**config.mk**
```make
export PLATFORM = sky130hd
export DESIGN_NAME = rr_index_encoder_flat
export DESIGN_NICKNAME = d
export VERILOG_FILES = /design/src/rtl/rr_index_encoder_pkg.sv /design/src/rtl/rr_index_encoder_if.sv /design/src/rtl/rr_index_encoder_pick.sv /design/src/rtl/rr_index_encoder.sv /design/src/flat_wrapper.sv
export SDC_FILE = /design/constraint.sdc
export NUM_CORES = 1
export LEC_CHECK = 0
export ABC_CLOCK_PERIOD_IN_PS = 9300
export CORE_MARGIN = 4
export CORE_UTILIZATION = 32
export CTS_CLUSTER_SIZE = 20
export DETAILED_ROUTE_END_ITERATION = 8
export GPL_TIMING_DRIVEN = 1
export PLACE_DENSITY = 0.55
export RECOVER_POWER = 100
export SYNTH_ARGS = -nofsm -noshare
export SYNTH_HDL_FRONTEND = slang
export SYNTH_SLANG_ARGS = --single-unit
```
**constraint.sdc**
```tcl
create_clock -name clk -period 9.3 [get_ports clk]
set_input_delay 1.86 -clock clk [delete_from_list [all_inputs] [get_ports clk]]
set_output_delay 1.86 -clock clk [all_outputs]
set_load 0.01 [all_outputs]
```
**src/rtl/rr_index_encoder_pkg.sv**
```systemverilog
// Shared decoder-family definitions: line count, index width and the
// round-robin encoder state type.
package rr_index_encoder_pkg;

  localparam int N_LINES = 8;
  localparam int IDX_W   = $clog2(N_LINES);

  typedef enum logic {
    IDLE,
    ISSUE
  } rr_state_t;

endpackage

```
**src/rtl/rr_index_encoder_if.sv**
```systemverilog
// Valid/ready index channel between the round-robin encoder and the decoder.
interface rr_index_encoder_if
  import rr_index_encoder_pkg::*;
#(
  parameter int W = IDX_W
);

  logic [W-1:0] idx_out;
  logic         idx_valid;
  logic         idx_ready;

  modport master (output idx_out, output idx_valid, input idx_ready);
  modport slave  (input idx_out, input idx_valid, output idx_ready);

endinterface

```
**src/rtl/rr_index_encoder_pick.sv**
```systemverilog
// Round-robin pick: finds the first set bit of mask at or above ptr,
// wrapping from N-1 back to 0.
module rr_pick
  import rr_index_encoder_pkg::*;
#(
  parameter int N = N_LINES,
  parameter int W = $clog2(N)
) (
  input  logic [N-1:0] mask,
  input  logic [W-1:0] ptr,
  output logic         hit,
  output logic [W-1:0] idx
);

  logic [N-1:0] rot;
  logic [W-1:0] off;

  // NOTE: every variable gets a default at the top of always_comb so no path
  // through the loop can leave it unassigned and infer a latch.
  always_comb begin
    rot = '0;
    off = '0;
    hit = 1'b0;
    // rot[0] is the line at ptr; the W-bit add wraps because N == 2**W
    for (int i = 0; i < N; i++) begin
      rot[i] = mask[W'(i) + ptr];
    end
    for (int i = N - 1; i >= 0; i--) begin
      if (rot[i]) begin
        off = W'(i);
        hit = 1'b1;
      end
    end
    idx = off + ptr;
  end

endmodule

```
**src/rtl/rr_index_encoder.sv**
```systemverilog
// Collects request pulses into a sticky pending mask and issues one granted
// index at a time over a valid/ready channel, round-robin from ptr.
module rr_index_encoder
  import rr_index_encoder_pkg::*;
#(
  parameter int N = N_LINES,
  parameter int W = $clog2(N)
) (
  input  logic                clk,
  input  logic                rst_n,
  input  logic [N-1:0]        req_in,
  input  logic                flush,
  rr_index_encoder_if.master  io,
  output logic [N-1:0]        pending,
  output logic                busy
);

  rr_state_t    state;
  logic [W-1:0] ptr;
  logic [W-1:0] idx_q;
  logic         valid_q;

  logic [N-1:0] cand;
  logic [N-1:0] win_oh;
  logic [N-1:0] pend_load;
  logic [W-1:0] win;
  logic         hit;
  logic         xfer;

  assign cand   = pending | req_in;
  assign xfer   = valid_q & io.idx_ready;
  assign win_oh = N'(1) << win;
  // The granted bit leaves the mask unless it was both pending and pulsed
  // again this cycle: then one request is issued and the other re-pends.
  assign pend_load = (cand & ~win_oh) | (win_oh & pending & req_in);

  rr_pick #(.N(N), .W(W)) u_pick (
    .mask (cand),
    .ptr  (ptr),
    .hit  (hit),
    .idx  (win)
  );

  // NOTE: all state here is updated with non-blocking assignments so every
  // register samples the pre-edge values, independent of statement order.
  always_ff @(posedge clk or negedge rst_n) begin
    if (!rst_n) begin
      state   <= IDLE;
      pending <= '0;
      idx_q   <= '0;
      valid_q <= 1'b0;
      ptr     <= '0;
    end else if (flush) begin
      state   <= IDLE;
      pending <= '0;
      idx_q   <= '0;
      valid_q <= 1'b0;
    end else begin
      case (state)
        IDLE: begin
          if (hit) begin
            state   <= ISSUE;
            valid_q <= 1'b1;
            idx_q   <= win;
            ptr     <= win + 1'b1;
            pending <= pend_load;
          end else begin
            pending <= cand;
          end
        end
        ISSUE: begin
          if (xfer && hit) begin
            idx_q   <= win;
            ptr     <= win + 1'b1;
            pending <= pend_load;
          end else if (xfer) begin
            state   <= IDLE;
            valid_q <= 1'b0;
            pending <= cand;
          end else begin
            pending <= cand;
          end
        end
        default: begin
          state   <= IDLE;
          valid_q <= 1'b0;
        end
      endcase
    end
  end

  assign io.idx_out   = idx_q;
  assign io.idx_valid = valid_q;
  assign busy         = valid_q | (|pending);

endmodule

```
**src/flat_wrapper.sv**
```systemverilog
// flat-port wrapper written by rule: the top's interface ports become plain ports
module rr_index_encoder_flat import rr_index_encoder_pkg::*;
#(
  parameter int N = N_LINES,
  parameter int W = $clog2(N)
)
  (clk, rst_n, req_in, flush, pending, busy, io_idx_out, io_idx_valid, io_idx_ready);
  rr_index_encoder_if #(.W(W)) io_i ();
  input  logic clk;
  input  logic rst_n;
  input  logic [N-1:0] req_in;
  input  logic flush;
  output logic [N-1:0] pending;
  output logic busy;
  output wire logic [$bits(io_i.idx_out)-1:0] io_idx_out;
  output wire logic [$bits(io_i.idx_valid)-1:0] io_idx_valid;
  input wire logic [$bits(io_i.idx_ready)-1:0] io_idx_ready;
  assign io_idx_out = io_i.idx_out;
  assign io_idx_valid = io_i.idx_valid;
  assign io_i.idx_ready = io_idx_ready;
  rr_index_encoder #(.N(N), .W(W)) u_core (.clk(clk), .rst_n(rst_n), .req_in(req_in), .flush(flush), .io(io_i), .pending(pending), .busy(busy));
endmodule
```
; Word level (Yosys, flattened, before mapping)
; Cells that the tools add are included.
[totals]
reg_bits = 16
input_bits = 12
out_inout_bits = 13
wordCells = 97
[op_classes]
n_addsub = 9
magnitude_cmp = 8
eq_ne = 6
shifts = 1
mux = 53
bitwise = 10
n_reduce_logical = 5
[ops]
columns = operator, count
row1 = 3-bit two-way mux, 13
row2 = "3-bit by 4-bit < comparator with 1-bit output, second input constant", 8
row3 = 8-bit AND, 3
row4 = 1-bit binary-select mux with 3-bit select, 8
row5 = 1-bit two-way mux, 24
row6 = 8-bit two-way mux, 3
row7 = 8-bit OR, 2
row8 = 8-bit one-hot mux with 2 select lines, 1
row9 = "3-bit adder, first input constant", 4
row10 = 3-bit one-hot mux with 2 select lines, 2
row11 = "3-bit != test, second input constant", 3
row12 = 8-bit NOT, 1
row13 = 8-bit OR reduction, 1
row14 = "1-bit by 3-bit left shift with 8-bit output, first input constant", 1
row15 = "2-bit by 3-bit adder with 3-bit output, first input constant", 2
row16 = 3-bit AND reduction, 2
row17 = 1-bit one-hot mux with 2 select lines, 2
row18 = "1-bit by 3-bit adder with 3-bit output, first input constant", 1
row19 = "3-bit by 1-bit adder with 3-bit output, second input constant", 1
row20 = 3-bit adder, 1
row21 = "3-bit by 2-bit != test with 1-bit output, second input constant", 1
row22 = "2-bit by 1-bit != test with 1-bit output, second input constant", 1
row23 = "2-bit != test, second input constant", 1
row24 = 1-bit NOT, 2
row25 = 4 further kinds, 4

; Longest topological paths before layout
[depth]
depth_word = 19
ltp_mapped = 18
ltp_nobuf = 17

; By module
; A second synthesis with hierarchy kept.
[unflattened]
hier_cells = 151
hier_area_um2 = 1478.9
[by_module_without_submodules]
columns = module, n_inst, cells_each, area_each_um2, seq_area_each_um2
row1 = rr_index_encoder, 1, 88, 852.1, 400.4
row2 = rr_pick, 1, 63, 626.9, 0.0

; Worst setup path before layout
; Ideal clock, no wire load.
[synth_path]
path_kind = input port to flip-flop
start = input port req_in[6]
end = register u_core.pending[7]
setup_time_ns = 0.134
arrival_time_ns = 4.690
required_ns = 9.166
setup_slack_ns = 4.476
cell_stages = 16
n_path_buf = 0
cell_sequence = or2_0 -> mux4_2 -> mux2i_1 -> a21oi_1 -> o21ai_0 -> nand2_1 -> a21boi_0 -> ha_1 -> inv_1 -> fa_1 -> xnor2_1 -> xor2_1 -> ha_1 -> inv_1 -> a2111oi_0 -> nor3_1
[synth_between]
elab_chain_len = 19
elab_cells_between_ends = 45
classes_between = 1 x add/sub / 1 x shift / 36 x mux / 6 x bitwise / 1 x reduce/logical
[synth_lines]
columns = element, line
row1 = start: declaration, flat_wrapper.sv:11  ; input logic [N-1:0] req_in;
row2 = 8-bit OR (*), rr_index_encoder.sv:30  ; assign cand = pending | req_in;
row3 = 1-bit binary-select mux with 3-bit select, rr_index_encoder_pick.sv:26  ; rot[i] = mask[W'(i) + ptr];
row4 = 1-bit two-way mux (not written as such), rr_index_encoder_pick.sv:26
row5 = 3-bit two-way mux (8 in a row), rr_index_encoder_pick.sv:29  ; if (rot[i]) begin
row6 = 3-bit adder, rr_index_encoder_pick.sv:34  ; idx = off + ptr;
row7 = 1-bit by 3-bit left shift with 8-bit output, rr_index_encoder.sv:32  ; assign win_oh = N'(1) << win;
row8 = 8-bit AND / 8-bit NOT (equally long branches), rr_index_encoder.sv:35  ; assign pend_load = (cand & ~win_oh) | (win_oh & pending & req_in);
row9 = 8-bit AND, rr_index_encoder.sv:35
row10 = 8-bit OR, rr_index_encoder.sv:35
row11 = "8-bit two-way mux, on equally long branches", "rr_index_encoder.sv:72, rr_index_encoder.sv:61"
row12 = 8-bit one-hot mux with 2 select lines (*), rr_index_encoder.sv:59  ; case (state)
row13 = 8-bit two-way mux (*), rr_index_encoder.sv:53  ; end else if (flush) begin
row14 = end signal: assignment, rr_index_encoder.sv:66  ; pending <= pend_load;
row15 = end signal: assignment, rr_index_encoder.sv:75  ; pending <= pend_load;
row16 = end signal: assignment, rr_index_encoder.sv:79  ; pending <= cand;
row17 = end: declaration, rr_index_encoder.sv:14  ; output logic [N-1:0] pending,
; Every way passes the cells marked *; elsewhere a longest branch is shown, timed or not. The select of a mux whose other input is x is not followed.
; A chain may end at the register's enable or synchronous reset.

; Worst setup path after layout
[layout_path]
start = input port req_in[7]
end = register u_core.pending[0]
; The elaborated chain is that of the path after synthesis.

==> qor.txt <==
Outcome = finished clean
Sequential Power Share = 0.204
Initial Util = 0.3316
CP endpoint kind = flop
Synth cell types = 41
Routed vias/inst = 6.004
GR Overflow Total = 0
Top post-synthesis cells by area = dfrtp_1, mux4_2, mux2i_1, ha_1, a21oi_1
Top_reg_cell synth = dfrtp_1
Share of layout cells above drive strength 1 = 0.1124
CP Launch Point = req_in[7]
Largest net degree at the start of global routing = 24
DRC = 0
Worst vdd ir = 202.5 uV
Final Setup Violations = 0
Switching share of power = 0.5073
Final wirelength = 4222 microns
First-pass GRT wire length = 6624 microns
Worst-margin pin slew = 0.8427 ns
Sequential fraction of the synthesis area = 0.2754
CTS tree = done
Reg2reg setup slack = 4.66 ns
Combinational share of power = 0.704
Placer Congestion = 0.9477
# hold bufs at CTS = 0
Total Power = 0.7011 mW
FF-to-FF End = u_core.pending[0]
Area leader, netlist = dfrtp_1
TritonCTS sink count = 16
Htree depth = 1
Vias in the first global route = 1277
Via count = 1381
Cell Int Power = 0.3454 mW
Sum Neg Setup Slack = 0 ns
Initial antenna violation count = 0
EDFF count, synth = 0
Ports = 25
Hold Path Depth = 1
Worst hold start = u_core.state
Clock Power Share = 0.092
Die width = 75.41 microns
Post-Place Cells = 226
PostCTS Resize Cnt = 0
DR pass1 iterations = 4
Crit path kind = in2reg
Post-Place Setup Slack = 3.572 ns
#FFs+latches synth = 16
CP Max Fanout = 5
Gate count after technology mapping = 154
Core Region = 4384 sq um
FF-to-FF Start = u_core.ptr[0]
Synthesized area per cell = 9.441 sq um
Clock Skews = 0.002263 ns
Crit path time final = 5.616 ns
Clock Pin Slew Worst Setup and Hold Paths = 0.07 ns
Final non-filler cell total = 230
Root Driver = clkbuf_8
FMAX = 0.1781 GHz
Area of the multi-input gates = 991.0 sq um
PwrDens = 392.7 nW/um^2
Final worst setup slack = 3.684 ns
Clk_lat worst skew = 0.26 ns
Post-Syn Nets = 173
Wire length per cell = 18.36 microns
Row Count = 24
Top-area cell type share of the netlist area = 0.2754
CP required = 9.41 ns
Setup repair bufs after CTS = 0
Slew Limit Fails = 0
Longest Clk Path Bufs = 2
Global-route usage over all layers = 0.1578
Synthesized area = 1454 sq um
Ys Warns = 0
WHS Endpoint = u_core.io.idx_valid
Maxcap violations = 0
Antenna fix cells = 0
Final period util = 0.6039
Rel. slew slack = 0.4363
Final nets = 198
DRT antenna net count = 0
RSZ-0062 raised after global routing = no
Leakage power = 0.7184 nW
Filler Cell Count = 441
Post-DP HPWL = 3239 microns
Worst Hold Class = reg2reg
DRT iter0 DRCs = 88
Area Growth Syn to Fin = 22.81%
Commonest cells after routing, fill and taps aside = nor2_1, dlygate4sd3_1, dfrtp_1
R2R cell count = 15
Switching pwr = 0.3557 mW
Worst Path Arrival = 5.73 ns
Register area = 400.4 sq um
Num CTS Buffers = 3
Die H = 75.41 microns
Final count of hold timing violations = 0
Die area = 5686 sq um
Port buffer count = 24
FFs w/ async S/R, synth = 1.000
Worst Setup Start Kind = input pin
-- metal layers --
metal	routed length, microns	track usage	share of wire	vias to the layer above
met5	0	0	0	-
met4	57	0.06408	0.014	0
met3	205	0.01979	0.049	5
met2	2107	0.2570	0.50	53
met1	1851	0.2121	0.44	682
li1	-	-	-	641
-- power groups by stage --
stage	Clock, mW	Combinational, mW	Sequential [mW]
after global routing	0.0688	0.545	0.147
final	0.0647	0.494	0.143
after CTS	0.0669	0.505	0.142
after floorplan	0	0.380	0.125
after detailed placement	0	0.502	0.144
after global placement	0	0.496	0.143
-- registers in the layout (all words and copies together), names as in the netlist --
register / cells
u_core.pending: 8
u_core.io.idx_valid: 1
u_core.ptr: 3
u_core.state: 1
u_core.io.idx_out: 3
-- through the flow --
stage               area (sq um)  hold WS (ns)  utilization
floorplan                   1454        0.4420            -
global placement            1740        0.4595       0.3970
detailed placement          1740        0.4683       0.3970
CTS                         1795        0.4801       0.4095
global route                1785        0.5052       0.4072
finish                      1785        0.4808       0.4072
-- worst max-delay path by stage --
stage / end / slack, ns / cells after the start
final: u_core.pending[0] / 3.68 / 17
after global routing: u_core.pending[5] / 3.29 / 16
after CTS: u_core.pending[7] / 3.83 / 17
after detailed placement: u_core.pending[7] / 3.57 / 17
after global placement: u_core.pending[7] / 3.72 / 17
after floorplan: u_core.pending[7] / 4.48 / 16
-- final cells by class --
type	instances	area share
Clock buffer	4	0.03083
Inverter	9	0.01892
Multi-Input combinational cell	125	0.5550
Sequential cell	16	0.2242
Tap cell	52	0.03644
Timing Repair Buffer	24	0.1345
-- worst max-delay path: stages --
cell	delay, ns
dlygate4sd3_1	0.61
or2_0	0.24
mux4_2	0.46
mux2i_1	0.16
a21oi_1	0.08
o21ai_0	0.15
nand2_1	0.07
a21boi_0	0.21
ha_1	0.18
inv_1	0.06
fa_1	0.42
xnor2_1	0.32
and2_0	0.22
o41a_1	0.15
mux2i_1	0.16
o31ai_1	0.27
a21oi_1	0.11
-- logic make-up after synthesis --
| family | synth area share |
|---|---|
| adder cells (fa/ha/maj) | 0.06540 |
| multiplexers | 0.1919 |
| flip-flops | 0.2754 |
| AO/OA/AOI/OAI | 0.1747 |
| buffers and inverters | 0.03614 |
| AND/OR/NAND/NOR | 0.2324 |
| XOR/XNOR | 0.02410 |
-- Yosys cell counts, types with 5 or more instances --
master	count
o31ai_1	5
nor4_1	6
nand2_1	8
mux4_2	7
ha_1	6
nor3_1	5
inv_1	8
o21ai_0	7
a21oi_1	12
dfrtp_1	16
nor2_1	16
mux2i_1	8
Note: power is estimated with default switching activity, not from simulation.
